File: src/rtl/fmc_adc_thres_trig.sv
// Per-channel threshold trigger detector: hysteresis arming, slope polarity, delayed one-cycle pulse.
// Optional build macro FMC_ADC_TRIG_GLITCH_FILTER_EN: arming and firing need two consecutive valid samples.

module fmc_adc_thres_trig #(
    parameter int g_NB_CHAN    = 4,
    parameter int g_DATA_WIDTH = 16,
    parameter int g_DLY_WIDTH  = 32
) (
    input  logic                              clk_i,
    input  logic                              rst_i,
    input  logic [g_NB_CHAN*g_DATA_WIDTH-1:0] data_i,
    input  logic                              data_valid_i,
    input  logic [g_NB_CHAN*g_DATA_WIDTH-1:0] thres_val_i,
    input  logic [g_NB_CHAN*g_DATA_WIDTH-1:0] thres_hyst_i,
    input  logic [g_NB_CHAN-1:0]              pol_i,
    input  logic [g_NB_CHAN-1:0]              en_i,
    input  logic [g_NB_CHAN*g_DLY_WIDTH-1:0]  dly_i,
    output logic [g_NB_CHAN-1:0]              trig_o,
    output logic                              trig_any_o
);

    localparam int NC  = g_NB_CHAN;
    localparam int DW  = g_DATA_WIDTH;
    localparam int DLW = g_DLY_WIDTH;
    // One guard bit beyond the sign so a full-scale hysteresis cannot wrap before saturation.
    localparam int LW  = g_DATA_WIDTH + 2;

    localparam logic [DLW-1:0] CNT_ZERO = {DLW{1'b0}};
    localparam logic [DLW-1:0] CNT_ONE  = {{(DLW-1){1'b0}}, 1'b1};

    typedef enum logic [1:0] {
        ST_DISARMED = 2'd0,
        ST_ARMED    = 2'd1,
        ST_DELAY    = 2'd2
    } state_t;

    function automatic logic [DW-1:0] sat_limit(input logic signed [LW-1:0] v);
        logic signed [LW-1:0] max_v;
        logic signed [LW-1:0] min_v;
        max_v = {3'b000, {(DW-1){1'b1}}};
        min_v = {3'b111, {(DW-1){1'b0}}};
        if (v > max_v) begin
            sat_limit = max_v[DW-1:0];
        end else if (v < min_v) begin
            sat_limit = min_v[DW-1:0];
        end else begin
            sat_limit = v[DW-1:0];
        end
    endfunction

    logic [NC-1:0] arm_raw_s;
    logic [NC-1:0] fire_raw_s;

    for (genvar g = 0; g < NC; g++) begin : g_cmp
        logic signed [DW-1:0] smp_s;
        logic signed [DW-1:0] thr_s;
        logic signed [DW-1:0] lo_s;
        logic signed [DW-1:0] hi_s;
        logic [DW-1:0]        hyst_s;
        logic signed [LW-1:0] thr_ext_s;
        logic signed [LW-1:0] hyst_ext_s;

        assign smp_s      = data_i[g*DW +: DW];
        assign thr_s      = thres_val_i[g*DW +: DW];
        assign hyst_s     = thres_hyst_i[g*DW +: DW];
        assign thr_ext_s  = {{2{thr_s[DW-1]}}, thr_s};
        assign hyst_ext_s = {2'b00, hyst_s};
        assign lo_s       = sat_limit(thr_ext_s - hyst_ext_s);
        assign hi_s       = sat_limit(thr_ext_s + hyst_ext_s);

        assign arm_raw_s[g]  = pol_i[g] ? (smp_s > hi_s)   : (smp_s < lo_s);
        assign fire_raw_s[g] = pol_i[g] ? (smp_s <= thr_s) : (smp_s >= thr_s);
    end

    logic          valid_d;
    logic          valid_q;
    logic [NC-1:0] arm_d;
    logic [NC-1:0] arm_q;
    logic [NC-1:0] fire_d;
    logic [NC-1:0] fire_q;

`ifdef FMC_ADC_TRIG_GLITCH_FILTER_EN
    logic [NC-1:0] prev_arm_d;
    logic [NC-1:0] prev_arm_q;
    logic [NC-1:0] prev_fire_d;
    logic [NC-1:0] prev_fire_q;

    // Qualify conditions with the previous valid sample; history only advances on valid samples.
    always_comb begin
        valid_d     = data_valid_i;
        arm_d       = {NC{1'b0}};
        fire_d      = {NC{1'b0}};
        prev_arm_d  = prev_arm_q;
        prev_fire_d = prev_fire_q;
        if (data_valid_i) begin
            arm_d       = arm_raw_s & prev_arm_q;
            fire_d      = fire_raw_s & prev_fire_q;
            prev_arm_d  = arm_raw_s;
            prev_fire_d = fire_raw_s;
        end else begin
            arm_d  = {NC{1'b0}};
            fire_d = {NC{1'b0}};
        end
    end

    // Glitch-filter history registers.
    always_ff @(posedge clk_i) begin
        if (rst_i) begin
            prev_arm_q  <= {NC{1'b0}};
            prev_fire_q <= {NC{1'b0}};
        end else begin
            prev_arm_q  <= prev_arm_d;
            prev_fire_q <= prev_fire_d;
        end
    end
`else
    // Single-sample arming and firing.
    always_comb begin
        valid_d = data_valid_i;
        arm_d   = arm_raw_s;
        fire_d  = fire_raw_s;
    end
`endif

    // Compare stage register.
    always_ff @(posedge clk_i) begin
        if (rst_i) begin
            valid_q <= 1'b0;
            arm_q   <= {NC{1'b0}};
            fire_q  <= {NC{1'b0}};
        end else begin
            valid_q <= valid_d;
            arm_q   <= arm_d;
            fire_q  <= fire_d;
        end
    end

    state_t         state_d [NC];
    state_t         state_q [NC];
    logic [DLW-1:0] cnt_d   [NC];
    logic [DLW-1:0] cnt_q   [NC];
    logic [NC-1:0]  trig_d;
    logic [NC-1:0]  trig_q;
    logic           trig_any_d;
    logic           trig_any_q;

    // Per-channel trigger FSM; only valid samples advance it, enable low cancels everything.
    always_comb begin
        trig_d = {NC{1'b0}};
        for (int c = 0; c < NC; c++) begin
            state_d[c] = state_q[c];
            cnt_d[c]   = cnt_q[c];
            if (!en_i[c]) begin
                state_d[c] = ST_DISARMED;
                cnt_d[c]   = CNT_ZERO;
            end else if (valid_q) begin
                case (state_q[c])
                    ST_DISARMED: begin
                        if (arm_q[c]) begin
                            state_d[c] = ST_ARMED;
                        end else begin
                            state_d[c] = ST_DISARMED;
                        end
                    end
                    ST_ARMED: begin
                        if (!fire_q[c]) begin
                            state_d[c] = ST_ARMED;
                        end else if (dly_i[c*DLW +: DLW] == CNT_ZERO) begin
                            trig_d[c]  = 1'b1;
                            state_d[c] = ST_DISARMED;
                        end else begin
                            cnt_d[c]   = dly_i[c*DLW +: DLW];
                            state_d[c] = ST_DELAY;
                        end
                    end
                    ST_DELAY: begin
                        if (cnt_q[c] <= CNT_ONE) begin
                            trig_d[c]  = 1'b1;
                            cnt_d[c]   = CNT_ZERO;
                            state_d[c] = ST_DISARMED;
                        end else begin
                            cnt_d[c] = cnt_q[c] - CNT_ONE;
                        end
                    end
                    default: begin
                        state_d[c] = ST_DISARMED;
                        cnt_d[c]   = CNT_ZERO;
                    end
                endcase
            end else begin
                state_d[c] = state_q[c];
            end
        end
        trig_any_d = |trig_d;
    end

    // FSM and output registers.
    always_ff @(posedge clk_i) begin
        if (rst_i) begin
            for (int c = 0; c < NC; c++) begin
                state_q[c] <= ST_DISARMED;
                cnt_q[c]   <= CNT_ZERO;
            end
            trig_q     <= {NC{1'b0}};
            trig_any_q <= 1'b0;
        end else begin
            for (int c = 0; c < NC; c++) begin
                state_q[c] <= state_d[c];
                cnt_q[c]   <= cnt_d[c];
            end
            trig_q     <= trig_d;
            trig_any_q <= trig_any_d;
        end
    end

    assign trig_o     = trig_q;
    assign trig_any_o = trig_any_q;

endmodule
File: config.mk
export PLATFORM = sky130hd
export DESIGN_NAME = fmc_adc_thres_trig
export DESIGN_NICKNAME = d
export VERILOG_FILES = /design/src/rtl/fmc_adc_thres_trig.sv
export SDC_FILE = /design/constraint.sdc
export NUM_CORES = 1
export LEC_CHECK = 0
export CAP_MARGIN = 10
export CORE_MARGIN = 1
export CORE_UTILIZATION = 28
export DETAILED_ROUTE_END_ITERATION = 10
export PLACE_DENSITY_LB_ADDON = 0.15
export SYNTH_ARGS = -nofsm -noshare
export SYNTH_HDL_FRONTEND = slang
export SYNTH_SLANG_ARGS = --single-unit
File: constraint.sdc
create_clock -name clk_i -period 6.1 [get_ports clk_i]
set_clock_uncertainty 0.2 [all_clocks]
set_input_delay 1.22 -clock clk_i [delete_from_list [all_inputs] [get_ports clk_i]]
set_output_delay 1.22 -clock clk_i [all_outputs]
set_load 0.02 [all_outputs]
# ---- Yosys cells after proc, flatten, opt, wreduce, memory -nomap -nowiden
# Memory sizes are Yosys's and may differ from the RTL's.
# Index checks and enable logic that the tools add are counted.
dict set report word_totals {
  register_bits 14
  mem_bits_rw 136
  in_bits 331
  out_inout_bits 5
  word_cells 191
  memories 2
}
dict set report op_classes {
  addsub 12
  magnitude_cmp 36
  eq_ne 8
  muxes 111
  bitwise_logic 8
  reduce_logical 9
}
# name words word_bits read_ports rd_clocked_by_memory_dff wr line_no
set memory_table {}
lappend memory_table {cnt_q 4 32 4 0 4 141} ;# logic [DLW-1:0] cnt_q [NC];
lappend memory_table {state_q 4 2 4 0 4 139} ;# state_t state_q [NC];
# operator n
set op_table {}
lappend op_table {{2-to-1 mux 32 bit} 24}
lappend op_table {{one-hot mux 32 bit (3 select lines)} 4}
lappend op_table {{2-to-1 mux 16 bit} 16}
lappend op_table {{greater-than comparator 18 x 16 -> 1 bit, second input constant} 8}
lappend op_table {{< comparator 18 x 16 -> 1 bit, second input constant} 8}
lappend op_table {{<= comparator 32 x 1 -> 1 bit, second input constant} 4}
lappend op_table {{zero test 32 bit} 4}
lappend op_table {{subtractor 32 x 1 -> 32 bit, second input constant} 4}
lappend op_table {{adder 16 x 17 -> 18 bit} 4}
lappend op_table {{subtractor 16 x 17 -> 18 bit} 4}
lappend op_table {{>= comparator 16 bit} 4}
lappend op_table {{greater-than comparator 16 bit} 4}
lappend op_table {{<= comparator 16 bit} 4}
lappend op_table {{< comparator 16 bit} 4}
lappend op_table {{2-to-1 mux 2 bit} 24}
lappend op_table {{2-to-1 mux 1 bit} 35}
lappend op_table {{one-hot mux 2 bit (3 select lines)} 4}
lappend op_table {{equality test 2 x 1 -> 1 bit, second input constant} 4}
lappend op_table {{equality test 2 bit, second input constant} 4}
lappend op_table {{zero test 2 bit} 4}
lappend op_table {{bitwise OR 1 bit} 8}
lappend op_table {{one-hot mux 1 bit (2 select lines)} 4}
lappend op_table {{OR reduction 4 bit} 1}

# ---- Depth between registers and ports, before layout
# Gate-level depths: netlist of the first run.
dict set report depth {
  word_depth 7
  depth_mapped 23
  depth_no_buf 22
}

# ---- Worst setup path before layout of the first run
# Ideal clock, no wire load.
dict set report synth_timing {
  path_kind {input -> register}
  start {input port thres_val_i[0]}
  end {register arm_q[0]}
  setup_time_ns 0.133
  t_arrival_ns 5.382
  t_required_ns 5.767
  setup_slack_ns 0.385
  path_stages 23
  n_path_buf 1
  path_cell_list {ha_1 > inv_1 > fa_1 > o21bai_1 > a21oi_1 > o21ai_0 > a221oi_1 > or4_1 > a31o_2 > xnor2_1 > a22oi_2 > buf_2 > o21a_1 > ha_1 > nor2b_1 > o21a_1 > o21a_1 > o21a_1 > o21a_1 > o21a_1 > o21a_1 > o31ai_1 > o211ai_1}
}
dict set report synth_between {
  elab_chain_cells 6
  word_cells_on_any_way 13
  cone_classes {add/sub (2); order compare (6); mux (5)}
}
# item line_no
set synth_lines {}
lappend synth_lines {{start: declaration} 13} ;# input logic [g_NB_CHAN*g_DATA_WIDTH-1:0] thres_val_i,
lappend synth_lines {{subtractor 16 x 17 -> 18 bit or adder 16 x 17 -> 18 bit (tied branches)} {68, 69}}
lappend synth_lines {{< comparator 18 x 16 -> 1 bit} 44} ;# end else if (v < min_v) begin
lappend synth_lines {{2-to-1 mux 16 bit} 44}
lappend synth_lines {{2-to-1 mux 16 bit} 42} ;# if (v > max_v) begin
lappend synth_lines {{< comparator 16 bit or greater-than comparator 16 bit (tied branches)} 71} ;# assign arm_raw_s[g] = pol_i[g] ? (smp_s > hi_s) : (smp_s < lo_s);
lappend synth_lines {{2-to-1 mux 1 bit *} 71}
lappend synth_lines {{end signal: assignment} 129} ;# arm_q <= {NC{1'b0}};
lappend synth_lines {{end signal: assignment} 133} ;# arm_q <= arm_d;
lappend synth_lines {{end: declaration} 78} ;# logic [NC-1:0] arm_q;
# Every way passes the cells marked *; elsewhere a longest branch is shown, timed or not.
# A chain may end at the register's enable or synchronous reset.

# ---- Worst setup path after layout of the first run
dict set report layout_timing {
  start {input port thres_val_i[16]}
  end {register arm_q[1]}
}
# The elaborated chain is that of the path after synthesis.

==> results of run 1 <==
## final timing paths
check | to | cells past startpoint
worst max-delay path | arm_q[1]$_SDFF_PP0_ | 23
worst max register to register | state_q[2][0]$_SDFFE_PP0P_ | 8
worst min-delay path | cnt_q[0][6]$_SDFFE_PP0P_ | 2
worst min register to register | cnt_q[0][6]$_SDFFE_PP0P_ | 2
## final cells by class
class / count / area, µm²
fill: 7953 / 46890
tap: 969 / 1212
sequential: 150 / 3003
clock inverter: 11 / 115.1
clock buffer: 21 / 480.5
timing repair buffer: 576 / 5169
multi-input combinational: 2386 / 16740
inverter: 221 / 829.5
antenna: 4 / 10.01
## per-layer routing
layer	GRT usage	vias up	share of wire
met5	0	-	0.0019
met2	0.3171	428	0.46
met4	0.03925	26	0.013
met3	0.03186	67	0.042
li1	-	11260	-
met1	0.2634	10010	0.49
## flip-flops by register name (all words and copies together) (netlist names)
signal,count
fire_q,4
arm_q,4
valid_q,1
state_q,8
cnt_q,128
trig_any_o,1
trig_o,4
## through the flow
step | std cells | hold slack [ns] | utilization | instance area, µm²
after floorplan | 2887 | 0.2777 | - | 21040
after global placement | 4302 | 0.2961 | 0.3613 | 26900
after detailed placement | 4302 | 0.3040 | 0.3613 | 26900
after CTS | 4334 | 0.3197 | 0.3693 | 27490
after global routing | 4336 | 0.3485 | 0.3701 | 27560
final | 4338 | 0.3112 | 0.3702 | 27560
## kinds of logic after synthesis
family	after synthesis	synth area share
simple gates	955	0.2219
compound gates	847	0.2620
fa+ha+maj	352	0.2122
buf+inv	351	0.06441
xor+xnor	230	0.09575
flops	150	0.1427
mux	2	0.001011
## timing repair
item,in CTS,in global routing
resized for setup,0,15
endpoints found under the setup margin,0,3
hold endpoints to repair,0,0
## worst min-delay path, stage by stage (launching register included)
cell and delay (ns):
dfxtp_1 0.33, a22oi_1 0.08, nor2_1 0.07
## power by group through the flow
stage                     combinational, W  sequential (W)  clock, W
final                              0.00220         0.00100   0.00110
after global routing               0.00245         0.00100   0.00117
after CTS                          0.00220         0.00100   0.00114
after detailed placement           0.00219         0.00103         0
after global placement             0.00220         0.00103         0
after floorplan                    0.00126         0.00102         0
## cell usage in the layout, fill, tap and decap left out, drive strengths merged, types with 9 or more instances in the layout
master and n:
a211oi 13, a21o 66, a21oi 185, a221oi 10, a22oi 132, a31oi 19
and2 13, and3 12, buf 242, clkbuf 21, clkdlybuf4s50 331, dfxtp 150
ha 344, inv 225, nand2 235, nand2b 43, nand3 23, nand3b 14
nand4 47, nor2 315, nor2b 44, nor3 69, nor4 61, o21a 79
o21ai 220, o21bai 24, o31ai 9, o41ai 10, or3 20, or4 24
xnor2 167, xor2 63
==> metrics, run 1 <==
area fraction of the dominant cell type after synthesis=0.2046; vias per cell=~5.0; WP data arrival=around 6 ns; outcome=finished, final reports clean; # rows=100; total of max-cap violations=0; Hold Vio Cnt, Final=0; Final nets=4035; First DRT Iteration DRCs=between 1000 and 1500; relative slew slack=0.2212; synthesized area per cell=7.287 µm²; HP Class=register to register; Buf/Inv on CP=5; Reg2Reg Setup Slack=2.31 ns; Crit. End Element=register; Area Overhead vs Synth=31.00%; Cells after Synth=2887; Final HPWL DP=62230 µm; switching fraction of total power=0.3703; Leak=12.18 nW; drc violations=0; flops & latches, synth=150; Crit. Startpoint=thres_val_i[16]; Yosys top cell by area=ha_1; Cell Pwr Density=about 160 mW/mm²; Final setup viols=0; GR Overflow Total=0; minimum clock period after layout=approximately 5.8 ns; antenna-violating nets left=0; crit-path most repeated cell=a21o_1; gr usage total=0.1928; IO buf count=335; period utilization=0.9432; async set or reset register ratio after synthesis=0; initial antenna violation count=17; f_max=approximately 0.17 GHz; largest net degree at the start of global routing=37; reg2reg start=cnt_q[2][17]$_SDFFE_PP0P_; clock tree sinks=150; WP data required=approximately 6.3 ns; cells along the critical path=clkdlybuf4s50_1 > buf_4 > inv_1 > ha_1 > fa_1 > nor2b_1 > o21a_1 > a31o_2 > o41ai_4 > o311ai_1 > buf_4 > xnor2_1 > a221o_1 > a21oi_1 > ha_1 > a21o_1 > a21o_1 > a21o_1 > a21o_1 > a21oi_1 > o221ai_1 > o41ai_1 > buf_4; layout cells sized above 1=0.09718; CP delay by family, top=compound AO/OA/AOI/OAI gates; wire length of the first global-routing pass=118500 µm; Distinct cells, synth=89; Total Neg Setup Slack=0 ns; Top-Level Pins=336; Crit-path slowest cell=clkdlybuf4s50_1; internal power=0.002707 W; worst-skew pair later-pin latency=0.46 ns; max-slew violations=0; worst vdd ir=145.0 µV; total power=between 0.004 and 0.005 W; DP Worst Slack=-0.4435 ns; top-count cell post-synth=ha_1; htree depth=4; Post-synth top cells=ha_1 (344), nor2_1 (314), nand2_1 (235); CP peak stage delay=about 0.51 ns; CTS tree=done; WL final=around 75000 µm; die area=around 0.076 mm²; Slew @ Worst Pin=1.168 ns; Core ar.=roughly 0.074 mm²; setup ws final=0.3464 ns; sequential-to-total area share from yosys stat=0.1427; Die H=between 200 and 300 µm; Worst-path clk slew=0.08 ns; Clock Path Buffers=2; WL per Instance=17.29 µm; unrepaired setup endpoints after global routing=no; Clock Tree Root=clkbuf_16; syn_nets=about 3600; worst setup path class=input pin to register; Initial Utilization=0.2826; GPL Wtd Cong=0.9004; EDFF count, synth=0; Sw Pwr=0.001592 W; Comb pwr share=0.512; ranking of synthesized cells by area=ha_1 (20%), dfxtp_1 (14%), xnor2_1 (7.0%), nor2_1 (5.6%), o21ai_0 (4.9%); die width=276.1 µm; DR pass1 iterations=5; warnings from Yosys=0; hold buffer count at cts=0; Worst Hold Launch=cnt_q[0][6]$_SDFFE_PP0P_; DR vias=21790; number of global-route vias before repair=around 21000; Sequential Power Share=0.233; CP startpoint kind=input pin; crit path max fanout=2; synthesized area=0.02104 mm²; postcts setup bufs=0; prevailing post-synth register cell=dfxtp_1; Inserted Clock Buffers=17; Clk pwr share=0.255
(Power assumes the default switching activity.)
==> inputs of run 2 (changes only) <==
- ABC_CLOCK_PERIOD_IN_PS: default -> 4700
- CORE_MARGIN: 1 -> default
- clock period: 6.1 -> 4.7 ns (I/O delays scaled with it)
==> metrics, run 2 (synthesis results as in run 1) <==
gr usage total=0.2073; largest net degree at the start of global routing=37; initial antenna violation count=21; WL per Instance=between 15 and 20 µm; Clock Tree Root=clkbuf_16; Core ar.=0.07445 mm²; Worst-path clk slew=0.07 ns; antenna-violating nets left=0; Area Overhead vs Synth=51.06%; Slew @ Worst Pin=between 0.9 and 1 ns; IO buf count=~340; Final HPWL DP=roughly 66000 µm; GPL Wtd Cong=0.9215; First DRT Iteration DRCs=1055; unrepaired setup endpoints after global routing=yes; failing checks=setup timing; # rows=100; WP data arrival=5.04 ns; biggest regs=cnt_q: 128 flops, state_q: 8 flops; max-slew violations=0; HP Class=register to register; worst vdd ir=about 260 µV; Clock Path Buffers=2; Initial Utilization=0.2826; most frequent cells in the layout=buf_4 (591), nor2_1 (299), ha_1 (294); Inserted Clock Buffers=17; WP data required=4.84 ns; GR Overflow Total=0; Die H=276.1 µm; die area=between 0.07 and 0.08 mm²; die width=276.1 µm; CTS tree=done; period utilization=1.041; layout cells sized above 1=0.2536; Leak=roughly 14 nW; total of max-cap violations=0; total power=between 0.006 and 0.007 W; drc violations=0; Reg with most FFs=cnt_q; Crit-path slowest cell=or4_4; Cell Pwr Density=197.2 mW/mm²; Crit. End Element=register; relative slew slack=0.3738; most common cell after layout, fill and taps aside=buf_4; minimum clock period after layout=4.894 ns; worst setup path class=input pin to register; setup ws final=-0.1942 ns; clock tree sinks=150; CP peak stage delay=about 0.43 ns; worst-skew pair later-pin latency=about 0.47 ns; DR pass1 iterations=6; Top-Level Pins=about 340; htree depth=4; crit path max fanout=3; Final nets=about 4400; hold buffer count at cts=0; wire length of the first global-routing pass=128300 µm; CP startpoint kind=input pin; crit-path most repeated cell=o21a_1; DR vias=23750; cells along the critical path=buf_8 > ha_4 > inv_2 > fa_2 > o21bai_1 > a21oi_2 > o21ai_1 > buf_4 > a221oi_2 > or4_4 > a31o_4 > xnor2_4 > a22oi_2 > o21a_1 > ha_1 > nor2b_1 > o21a_1 > o21a_1 > o21a_1 > o21a_1 > o21a_1 > o21a_1 > o31ai_2 > o211ai_1; Hold Vio Cnt, Final=0; outcome=complete, but fails checks; Hold WS=0.3215 ns; number of global-route vias before repair=approximately 24000; WL final=80990 µm; Final setup viols=3; vias per cell=5.047; max FFs per register=approximately 130; f_max=between 0.2 and 0.25 GHz
## run 2: cell types whose count changed in the layout (fill, tap and decap cells not counted), sizes merged
cell           delta
clkdlybuf4s15     +4
clkbuf           +10
clkinvlp          -3
dlygate4sd2      +35
buf             +382
clkinv            +3
inv               +3
dlymetal6s2s     +24
diode             -1
clkdlybuf4s50    -89
## run 2: repair_timing
action / in CTS / in global routing
hold endpoints to repair: 0 / 0
resized for setup: 267 / 185
buffers inserted: 54 / 42
pin swaps: 129 / 127
setup endpoints to repair: 4 / 4
## run 2: metrics by stage
| step | setup TNS (ns) | cell area, µm² | util | cells | worst slack (ns) |
|---|---|---|---|---|---|
| after global placement | -4.304 | 29180 | 0.3920 | 4577 | -1.300 |
| after CTS | -0.5705 | 30940 | 0.4156 | 4662 | -0.4033 |
| after global routing | -1.020 | 31770 | 0.4268 | 4704 | -0.3750 |
| after floorplan | -0.9101 | 21330 | - | 2887 | -0.5925 |
| after detailed placement | -4.599 | 29180 | 0.3920 | 4577 | -1.359 |
| final | -0.3760 | 31780 | 0.4269 | 4706 | -0.1942 |
## run 2: path summary, 6_finish.rpt
check | startpoint | endpoint | slack [ns] | cells past startpoint
min reg2reg | state_q[0][1]$_SDFFE_PP0P_ | state_q[0][1]$_SDFFE_PP0P_ | 0.32 | 2
min | state_q[0][1]$_SDFFE_PP0P_ | state_q[0][1]$_SDFFE_PP0P_ | 0.32 | 2
max | thres_hyst_i[0] | arm_q[0]$_SDFF_PP0_ | -0.19 | 24
max reg2reg | cnt_q[0][14]$_SDFFE_PP0P_ | cnt_q[0][8]$_SDFFE_PP0P_ | 1.23 | 9
## run 2: layout make-up
type,instances,area [µm²]
clock buffer,18,439.2
inverter,221,859.6
timing repair buffer,945,7939
antenna,3,7.507
multi-input combinational,2386,18180
sequential,150,3003
clock inverter,14,140.1
fill,7444,42670
tap,969,1212
## run 2: report_power, final
group | internal [W] | switching [W]
clock | 0.000757 | 0.000637
combinational | 0.00189 | 0.00168
sequential | 0.00128 | 0.0000156
## run 2: critical path, delay by kind of cell
family          cells  cell delay [ns]
compound gates     15             2.36
xor+xnor            1             0.16
fa+ha+maj           3             0.74
buf+inv             3             0.26
simple gates        2             0.56
## run 2: layer usage
metal | up-vias | part of all wire | GRT usage
met5 | - | 0.0024 | 0
met4 | 32 | 0.015 | 0.04541
met3 | 102 | 0.042 | 0.03676
met2 | 437 | 0.49 | 0.3651
met1 | 11200 | 0.45 | 0.2612
li1 | 11980 | - | -
